<file path="config.mk">
export PLATFORM = sky130hd
export DESIGN_NAME = i2s_tx
export DESIGN_NICKNAME = d
export VERILOG_FILES = /design/src/rtl/i2s_tx.sv
export SDC_FILE = /design/constraint.sdc
export NUM_CORES = 1
export LEC_CHECK = 0
export BUFFER_PORTS_ARGS = -buffer_cell sky130_fd_sc_hd__buf_2
export CORE_MARGIN = 5
export CORE_UTILIZATION = 45
export CTS_CLUSTER_DIAMETER = 200
export CTS_CLUSTER_SIZE = 16
export DETAILED_ROUTE_END_ITERATION = 10
export GPL_ROUTABILITY_DRIVEN = 0
export PLACE_DENSITY = 0.7
export SYNTH_ARGS = -nofsm -noshare
export SYNTH_HDL_FRONTEND = slang
export SYNTH_SLANG_ARGS = --single-unit
</file>
<file path="constraint.sdc">
create_clock -name clk_i -period 2.4 [get_ports clk_i]
set_clock_uncertainty 0.05 [all_clocks]
set_input_delay 0.12 -clock clk_i [delete_from_list [all_inputs] [get_ports clk_i]]
set_output_delay 0.12 -clock clk_i [all_outputs]
set_load 0.02 [all_outputs]
</file>
<file path="src/rtl/i2s_tx.sv">
// I2S slave transmitter: bit clock and word select come from an external master
// and are oversampled in the clk_i domain; each word is shifted out MSB first.
module i2s_tx #(
   parameter int WORD_WIDTH = 16
) (
   input  logic                  clk_i,
   input  logic                  rst_ni,
   input  logic [WORD_WIDTH-1:0] data_i,
   output logic                  lr_chnl_o,
   output logic                  write_o,
   input  logic                  sclk_i,
   input  logic                  wsel_i,
   output logic                  sdat_o
);

   localparam int               CNT_W    = $clog2(WORD_WIDTH);
   localparam logic [CNT_W-1:0] CNT_TOP  = CNT_W'(WORD_WIDTH - 1);
   localparam logic [CNT_W-1:0] CNT_ONE  = CNT_W'(1);
   localparam logic [CNT_W-1:0] CNT_ZERO = {CNT_W{1'b0}};

   logic                  rst_meta_r;
   logic                  rst_sync_r;

   logic                  sclk_meta_r;
   logic                  sclk_sync_r;
   logic                  sclk_prev_r;
   logic                  ws_meta_r;
   logic                  ws_sync_r;

   logic                  ws_cur_r;
   logic                  ws_prev_r;
   logic [WORD_WIDTH-1:0] shreg_r;
   logic [CNT_W-1:0]      cnt_r;
   logic                  sdat_r;
   logic                  write_r;
   logic                  lr_r;

   logic                  bit_stb_s;
   logic                  load_s;
   logic                  ws_cur_nxt_s;
   logic                  ws_prev_nxt_s;
   logic [WORD_WIDTH-1:0] shreg_nxt_s;
   logic [CNT_W-1:0]      cnt_nxt_s;
   logic                  sdat_nxt_s;
   logic                  write_nxt_s;
   logic                  lr_nxt_s;

   // Reset synchroniser: asserts asynchronously, releases on a clk_i edge.
   always_ff @(posedge clk_i or negedge rst_ni) begin
      if (!rst_ni) begin
         rst_meta_r <= 1'b0;
         rst_sync_r <= 1'b0;
      end else begin
         rst_meta_r <= 1'b1;
         rst_sync_r <= rst_meta_r;
      end
   end

   // Two-flop synchronisers for sclk and wsel, plus sclk history for edge detection.
   always_ff @(posedge clk_i or negedge rst_sync_r) begin
      if (!rst_sync_r) begin
         sclk_meta_r <= 1'b0;
         sclk_sync_r <= 1'b0;
         sclk_prev_r <= 1'b0;
         ws_meta_r   <= 1'b0;
         ws_sync_r   <= 1'b0;
      end else begin
         sclk_meta_r <= sclk_i;
         sclk_sync_r <= sclk_meta_r;
         sclk_prev_r <= sclk_sync_r;
         ws_meta_r   <= wsel_i;
         ws_sync_r   <= ws_meta_r;
      end
   end

   // Only falling sclk edges advance the transmitter.
   assign bit_stb_s = sclk_prev_r & ~sclk_sync_r;
   // ws_cur/ws_prev hold the last two sampled word selects, so a mismatch means
   // the previous falling edge saw a WS change: this edge starts the new word.
   assign load_s    = bit_stb_s & (ws_cur_r ^ ws_prev_r);

   // Next-state decode for the shifter, bit counter and registered outputs.
   always_comb begin
      ws_cur_nxt_s  = ws_cur_r;
      ws_prev_nxt_s = ws_prev_r;
      shreg_nxt_s   = shreg_r;
      cnt_nxt_s     = cnt_r;
      sdat_nxt_s    = sdat_r;
      write_nxt_s   = 1'b0;
      lr_nxt_s      = lr_r;
      if (bit_stb_s) begin
         ws_cur_nxt_s  = ws_sync_r;
         ws_prev_nxt_s = ws_cur_r;
         if (load_s) begin
            shreg_nxt_s = data_i;
            sdat_nxt_s  = data_i[WORD_WIDTH-1];
            write_nxt_s = 1'b1;
            lr_nxt_s    = ws_cur_r;
            cnt_nxt_s   = CNT_TOP;
         end else if (cnt_r != CNT_ZERO) begin
            shreg_nxt_s = shreg_r << 1;
            sdat_nxt_s  = shreg_r[WORD_WIDTH-2];
            cnt_nxt_s   = cnt_r - CNT_ONE;
         end else begin
            sdat_nxt_s = 1'b0;
            cnt_nxt_s  = CNT_ZERO;
         end
      end else begin
         write_nxt_s = 1'b0;
      end
   end

   // State and output registers.
   always_ff @(posedge clk_i or negedge rst_sync_r) begin
      if (!rst_sync_r) begin
         ws_cur_r  <= 1'b0;
         ws_prev_r <= 1'b0;
         shreg_r   <= {WORD_WIDTH{1'b0}};
         cnt_r     <= CNT_ZERO;
         sdat_r    <= 1'b0;
         write_r   <= 1'b0;
         lr_r      <= 1'b0;
      end else begin
         ws_cur_r  <= ws_cur_nxt_s;
         ws_prev_r <= ws_prev_nxt_s;
         shreg_r   <= shreg_nxt_s;
         cnt_r     <= cnt_nxt_s;
         sdat_r    <= sdat_nxt_s;
         write_r   <= write_nxt_s;
         lr_r      <= lr_nxt_s;
      end
   end

   assign sdat_o    = sdat_r;
   assign write_o   = write_r;
   assign lr_chnl_o = lr_r;

endmodule

</file>
==> impl_metrics.ini, run 1 <==
[status]
status = finished clean

[grt]
grt_pass1_vias = 1103
use_met2_pct = 24.41
antenna_found_initial = 0
met1_usage_pct = 20.26
grt_pass1_wl_um = 5154
grt.busiest_layer = met2
grtUsageMet3_pct = 5.782
grt-ovfl-total = 0
grt.total_usage_pct = 15.80
grt_max_degree = 23

[clocking]
cts_tree = built
clk_pin_slew_worst_paths_ps = 100
clkSinkCount = 31
h-tree-depth = 2
cts-root-buf = clkbuf_4
cts-resized-gates = 0
cts_made_buffers = 5
clock_latency_ps = 340
cts_buffer_depth = 2

[die]
ios = 23
die_width_um = 66.13
coreArea_um2 = 3028
initial_core_util_pct = 46.82
dieArea_um2 = 4373
die_y_um = 66.13
num_rows = 20

[place]
dpl.hpwl_um = 2000
portBuffers = 22

[power_and_ir_drop]
switching_share_pct = 32.66
power_frac_seq_pct = 51.8
ir_drop_mv = 0.4809
power_frac_comb_pct = 22.2
power.leakage_nw = 0.7216
clkPwrFrac_pct = 26.0
p_int_w = 0.001069
p_switching_w = 0.0005186
p_per_area_nw_per_um2 = 940.8

[yosys]
synth_area_leaders = dfrtp_1 55%, a31oi_1 6.2%, nor3_1 5.3%, o21ai_0 4.9%, nand3_1 4.2%
synth-xor-area-share_pct = 1.147
synth_top_family_by_area = simple AND/OR/NAND/NOR gates
ys_seq_area_share_pct = 54.72
synth_cell_types = 32
synth.top_cells.by_count = 31 x dfrtp_1, 15 x nor3_1, 14 x a31oi_1, 14 x o21ai_0, 12 x nand3_1
syn_inst = 133
netlist_area_um2 = 1418
synth.area.mux_share_pct = 0.7944
synthAdderAreaFrac_pct = 0
synth_seq_cells = 31
syn_avg_cell_area_um2 = 10.66
yosysWarnings = 0
synth-compound-area-share_pct = 15.36
yosys.area_share.simple_pct = 21.01
yosys.area.top_type = dfrtp_1
synth_top_area_share_pct = 54.72
synth-edff-count = 0
synth_most_common_cell = dfrtp_1
synthArstFlopShare_pct = 100.0
ys.flop_type = dfrtp_1
syn_nets = 153

[sta]
slew_viol_final = 0
max_freq_ghz = 0.5733
period_share_pct = 72.68
setup_viol = 0
rsz0062_at_grt = no
hold_violations = 0
setup_tns_ps = 0
relSlewSlack_pct = 51.83
holdWs_ps = 14.44
min_period_ps = 1744
worst_slew_pin_slew_ps = 717.2

[final_layout]
reg_top3 = shreg_r: 15 flops, cnt_r: 4 flops
nNetsFinal = 182
n_fill_cell = 276
n_antenna_cell = 0
largest_reg_flops = 15
regMostFlops = shreg_r
drive_gt1_share_pct = 28.83
area_growth_pct = 19.06

[routing]
drcViolationCount = 0
drt_iter0_markers = 69
viasPerCell = 5.435
routed_wl_um = 3037
vias = 1125
drt_first_pass_iters = 4
wl_per_cell_um = 14.67
final_antenna_net_count = 0

[critical_path]
cp_slowest_cell = nor4_4
path_cells = nor4_4 > nor3_1 > a211o_2
slowest_delay_ps = 690
cp.required_ps = 2580
reg2reg_depth = 3
r2r-end = cnt_r[0]
cp_max_fo = 16
worstSetupPathType = flop to flop
crit_path_start_kind = flop
end_kind = flop
r2r_start = cnt_r[0]
regToRegSetupSlack_ps = 660
arrival_ps = 1930

[hold_path]
min_path_cells = 3
hold_path_end = shreg_r[12]
hold_class = input port to flop
worstHoldStart = data_i[12]

[flow_run]
maxCapViolCount = 0
-- critical path: cells and delay by family (launching register included) --
| kind | cells | cell delay, ps |
|---|---|---|
| simple gates | 2 | 800 |
| flops | 1 | 500 |
| compound gates | 1 | 290 |
-- routing by layer --
metal,wire [µm],up-vias
li1,-,543
met1,1373,550
met2,1472,26
met3,144,6
met4,46,0
met5,0,-
-- cells in the final DEF (no fill, tap or decap), types with 2 or more instances in the layout --
cell / count
a31oi_1: 14
nor3_1: 15
dfrtp_1: 31
dlygate4sd3_1: 7
clkbuf_4: 5
nand3_1: 12
o21ai_0: 14
nor2_1: 2
nand3_2: 4
buf_2: 22
nand2b_1: 2
nand2_1: 9
buf_4: 6
-- power by group through the flow --
stage          sequential, W  combinational, W  clock, W
3_5_place_dp        0.000832          0.000345         0
3_3_place_gp        0.000820          0.000336         0
5_1_grt             0.000846          0.000394  0.000444
6_report            0.000822          0.000352  0.000413
4_1_cts             0.000820          0.000357  0.000422
2_1_floorplan       0.000813          0.000269         0
-- repair_timing --
item,in CTS,in global routing
hold buffers,7,0
hold endpoints to repair,8,0
endpoints found under the setup margin,0,0
buffers inserted,0,0
-- through the flow --
stage	power, W	area (µm²)	setup slack [ps]	utilization (%)	cells
after floorplan	0.001082	1418	822.9	-	133
after global placement	0.001156	1536	757.1	50.74	192
after detailed placement	0.001177	1536	682.3	50.74	192
after CTS	0.001599	1688	650.9	55.74	207
after global routing	0.001684	1688	512.0	55.74	207
final	0.001588	1688	655.7	55.74	207
-- logic make-up (layout without fill, tap and decap cells) --
group	after synthesis	in the layout
flip-flops	31	31
other	1	1
AND/OR/NAND/NOR	50	50
AO/OA/AOI/OAI	35	35
buffers and inverters	14	44
multiplexers	1	1
XOR/XNOR	1	1
-- area by class of cell --
class                      instances  area, µm²  share of cell area [%]
sequential                        31      775.7                   45.96
multi-input combinational         88      546.8                   32.39
timing repair buffer              35      225.2                   13.34
tap                               44      55.05                   3.262
clock inverter                     3      43.79                   2.595
clock buffer                       5      37.54                   2.224
inverter                           1      3.754                  0.2224
-- how the worst max path moves through the flow --
stage                     startpoint    endpoint  slack, ps  cells past startpoint
after global routing        cnt_r[0]    cnt_r[0]        510                      3
after floorplan             cnt_r[0]      sdat_o        820                      6
after detailed placement    cnt_r[0]    cnt_r[0]        680                      3
after CTS                   cnt_r[0]  shreg_r[4]        650                      3
after global placement      cnt_r[0]    cnt_r[0]        760                      3
final                       cnt_r[0]    cnt_r[0]        660                      3
(Power assumes the default switching activity.)
==> run 2: changes to the inputs <==
- clock period: 2.4 -> 1.8 ns (I/O delays scaled with it)
==> impl_metrics.ini, run 2 (synthesized netlist as in run 1, its figures left out) <==
[status]
status = finished clean

[routing]
drcViolationCount = 0
drt_first_pass_iters = 4
drt_iter0_markers = 55
viasPerCell = 5.277
vias = 1161
final_antenna_net_count = 0
wl_per_cell_um = 14.17
routed_wl_um = 3117

[grt]
grt-ovfl-total = 0
grt_pass1_wl_um = 5595
antenna_found_initial = 0
grt_max_degree = 24
grt_pass1_vias = 1239
grt.total_usage_pct = 17.19

[place]
dpl.hpwl_um = 1948
portBuffers = 22
dpl_cell_area_um2 = 1544

[final_layout]
final_common_cell = dfrtp_1
regMostFlops = shreg_r
n_antenna_cell = 0
ff_latch_area_um2 = 775.7
multiInputGateArea_um2 = 546.8
drive_gt1_share_pct = 26.70
area_growth_pct = 27.18
utilization_pct = 59.55
nNetsFinal = 195
reg_top3 = shreg_r: 15 flops, cnt_r: 4 flops
n_fill_cell = 275
finalInstanceArea_um2 = 1803
most-common-layout-cells = 31 x dfrtp_1, 22 x buf_2, 19 x dlygate4sd3_1
largest_reg_flops = 15

[sta]
holdWs_ps = 7.766
hold_violations = 0
min_period_ps = 1547
rsz0062_at_grt = no
setup_viol = 0
setup_tns_ps = 0
slew_viol_final = 0
period_share_pct = 85.94
max_freq_ghz = 0.6465

[hold_path]
worstHoldStart = data_i[7]
hold_class = input port to flop

[critical_path]
r2r_start = cnt_r[0]
cp.required_ps = 1980
slowest_delay_ps = 680
critPathLaunch = cnt_r[0]
critPathTopFamily = simple AND/OR/NAND/NOR gates
cp_slowest_cell = or4_4
worst-path-buf-inv = 0
cp_max_fo = 15
crit_path_start_kind = flop
worstSetupPathType = flop to flop
arrival_ps = 1720
path_cells = or4_4 > nand3_1 > a31oi_1
end_kind = flop

[die]
die_y_um = 66.13
coreArea_um2 = 3028
ios = 23
initial_core_util_pct = 46.82
num_rows = 20
die_width_um = 66.13
dieArea_um2 = 4373

[clocking]
cts-resized-gates = 0
h-tree-depth = 2
cts_tree = built
cts-root-buf = clkbuf_4
cts_buffer_depth = 2
clkSinkCount = 31
clock_latency_ps = 340
clk_pin_slew_worst_paths_ps = 90
cts_made_buffers = 5

[flow_run]
maxCapViolCount = 0

[power_and_ir_drop]
power.leakage_nw = 0.7706
p_per_area_nw_per_um2 = 1143
ir_drop_mv = 0.4639
==> run 2: changes by cell type in the layout (fill, tap and decap cells not counted), sizes merged <==
cell,previous run,this run
dlygate4sd3,7,19
buf,28,29
clkbuf,5,8
bufinv,1,0
clkinv,2,0
==> run 2: path summary, 6_finish.rpt <==
path | to | slack [ps] | cells after the start
worst max-delay path | shreg_r[3] | 250 | 3
worst min-delay path | shreg_r[7] | 8 | 3
worst max register to register | shreg_r[3] | 250 | 3
worst min register to register | lr_chnl_o | 50 | 0
max in group asynchronous | rst_sync_r | 1040 | 3
min in group asynchronous | lr_chnl_o | 50 | 0
==> run 2: routing by layer <==
metal / share of wire, % / up-vias / GRT usage, % / routed length, µm
met5: 0 / - / 0 / 0
met4: 1.6 / 0 / 6.091 / 51
met3: 5.3 / 7 / 6.633 / 166
met2: 50 / 30 / 28.13 / 1543
met1: 44 / 552 / 20.43 / 1356
li1: - / 572 / - / -
==> run 2: power breakdown <==
group          switching, W  internal, W  total, W
combinational      0.000249     0.000244  0.000493
sequential         0.000186     0.000909   0.00110
clock              0.000242     0.000230  0.000472
total              0.000677      0.00138   0.00206
==> run 2: worst reg2reg max path, stage by stage, from the launching register on <==
cell	delay [ps]
dfrtp_1	490
or4_4	680
nand3_1	140
a31oi_1	90
==> run 2: cell type report <==
| class | count | share of cell area, % |
|---|---|---|
| Inverter | 1 | 0.2082 |
| Sequential cell | 31 | 43.03 |
| Timing Repair Buffer | 48 | 19.57 |
| Clock buffer | 8 | 3.817 |
| Multi-Input combinational cell | 88 | 30.33 |
| Tap cell | 44 | 3.053 |
==> run 2: what timing repair did <==
item / CTS / global route
hold buffers: 19 / 0
setup buffers: 0 / 0
endpoints found under the hold margin: 19 / 0
==> run 2: metrics by stage <==
step | std cells | worst slack [ps] | total power [W]
finish | 220 | 253.1 | 0.002060
detailed placement | 193 | 254.7 | 0.001569
floorplan | 133 | 222.9 | 0.001442
global placement | 193 | 263.4 | 0.001543
CTS | 220 | 252.2 | 0.002074
global route | 220 | 182.0 | 0.002208
==> run 3: changes to the inputs <==
- GPL_ROUTABILITY_DRIVEN: 0 -> default
- SETUP_SLACK_MARGIN: default -> 0.3
- clock period: 1.8 -> 1.45 ns (I/O delays scaled with it)
==> impl_metrics.ini, run 3 (synthesized netlist as in run 1, its figures left out) <==
[sta]
slew_viol_final = 0
hold_violations = 0
max_freq_ghz = 0.6465
holdWs_ps = 21.04
setup_ws_ps = -96.90
setup_tns_ps = -1072
rsz0062_at_grt = yes
min_period_ps = 1547
setup_viol = 17
period_share_pct = 106.7

[die]
die_y_um = 66.13
die_width_um = 66.13
coreArea_um2 = 3028
initial_core_util_pct = 46.82
dieArea_um2 = 4373
ios = 23
num_rows = 20

[critical_path]
crit_path_start_kind = flop
cp_slowest_cell = dfrtp_2
worstSetupPathType = flop to flop
cp.required_ps = 1640
crit_path_frequent_cell = buf_4
arrival_ps = 1740
slowest_delay_ps = 420
path_cells = buf_4 > nor4_4 > buf_4 > o21ai_0 > a31oi_1
critPathTopFamily = flip-flops
cp_max_fo = 6
end_kind = flop
worst-path-buf-inv = 2

[final_layout]
n_antenna_cell = 0
area_growth_pct = 46.87
regMostFlops = shreg_r
most-common-layout-cells = 29 x dfrtp_1, 22 x buf_2, 19 x dlygate4sd3_1
largest_reg_flops = 15
nNetsFinal = 212
n_fill_cell = 207
final_common_cell = dfrtp_1
reg_top3 = shreg_r: 15 flops, cnt_r: 4 flops
drive_gt1_share_pct = 44.04

[routing]
drt_iter0_markers = 74
wl_per_cell_um = 16.06
viasPerCell = 5.565
drt_first_pass_iters = 4
routed_wl_um = 3807
vias = 1319
drcViolationCount = 0
final_antenna_net_count = 0

[power_and_ir_drop]
power.leakage_nw = 0.8976
p_per_area_nw_per_um2 = 1439
ir_drop_mv = 0.9435

[clocking]
cts_buffer_depth = 2
clk_pin_slew_worst_paths_ps = 100
cts-root-buf = clkbuf_4
h-tree-depth = 2
clock_latency_ps = 320
cts_made_buffers = 5
cts_tree = built
clkSinkCount = 31

[hold_path]
hold_class = input port to flop

[grt]
grt_pass1_wl_um = 5940
grt.total_usage_pct = 18.42
antenna_found_initial = 0
grt_max_degree = 21
grt_pass1_vias = 1251
grt-ovfl-total = 0

[place]
gp_congestion = 0.7963
dpl.hpwl_um = 2147
portBuffers = 22

[status]
status = complete, but fails checks
violations = negative setup slack

[flow_run]
maxCapViolCount = 0
[run 3: cell count changes in the layout (fill, tap and decap cells not counted), sizes merged]
cell,previous run,this run
buf,29,45
or4,2,3
[run 3: per-layer routing]
metal / share of wire [%] / GRT usage (%)
met3: 5.9 / 6.633
met4: 1.1 / 5.584
met2: 52 / 30.73
met1: 41 / 22.11
met5: 0 / 0
[run 3: where the power goes]
part	leakage, nW	total [W]	internal (W)	switching, W
combinational	0.492	0.00108	0.000545	0.000532
clock	0.0386	0.000573	0.000285	0.000288
sequential	0.367	0.00135	0.00114	0.000210
total	0.898	0.00299	0.00197	0.00103
[run 3: area by class of cell]
type	instances	area [µm²]	area share (%)
tap	44	55.05	2.644
inverter	1	3.754	0.1803
timing repair buffer	64	504.2	24.22
clock buffer	8	68.82	3.305
multi-input combinational	89	671.9	32.27
sequential	31	778.2	37.38
[run 3: worst paths after layout]
path	depth (start not counted)	to	startpoint	slack, ps
min	3	shreg_r[13]	data_i[13]	20
max	5	shreg_r[3]	cnt_r[0]	-100
min reg2reg	1	shreg_r[13]	rst_sync_r	130
min in group asynchronous	1	shreg_r[13]	rst_sync_r	130
max reg2reg	5	shreg_r[3]	cnt_r[0]	-100
max in group asynchronous	3	rst_meta_r	rst_ni	690
[run 3: repair_timing]
item,CTS,global route
endpoints found under the setup margin,21,21
resized for setup,11,17
setup buffers,3,6
endpoints found under the hold margin,18,1
gates cloned,0,1
pin swaps,4,15
hold buffers,18,1
[run 3: per-stage QoR]
step | util (%) | worst slack (ps) | cell area, µm² | power, W | instances
finish | 68.76 | -96.90 | 2082 | 0.002995 | 237
CTS | 64.92 | -37.66 | 1966 | 0.002802 | 229
global route | 68.76 | -120.8 | 2082 | 0.003155 | 237
global placement | 54.75 | 22.90 | 1658 | 0.002066 | 200
floorplan | - | -85.48 | 1505 | 0.001867 | 133
detailed placement | 54.75 | -45.45 | 1658 | 0.002102 | 200
[run 3: worst min-delay path, stage by stage]
cell and delay, ps:
buf_2 80, nor3_1 40, a31oi_1 150
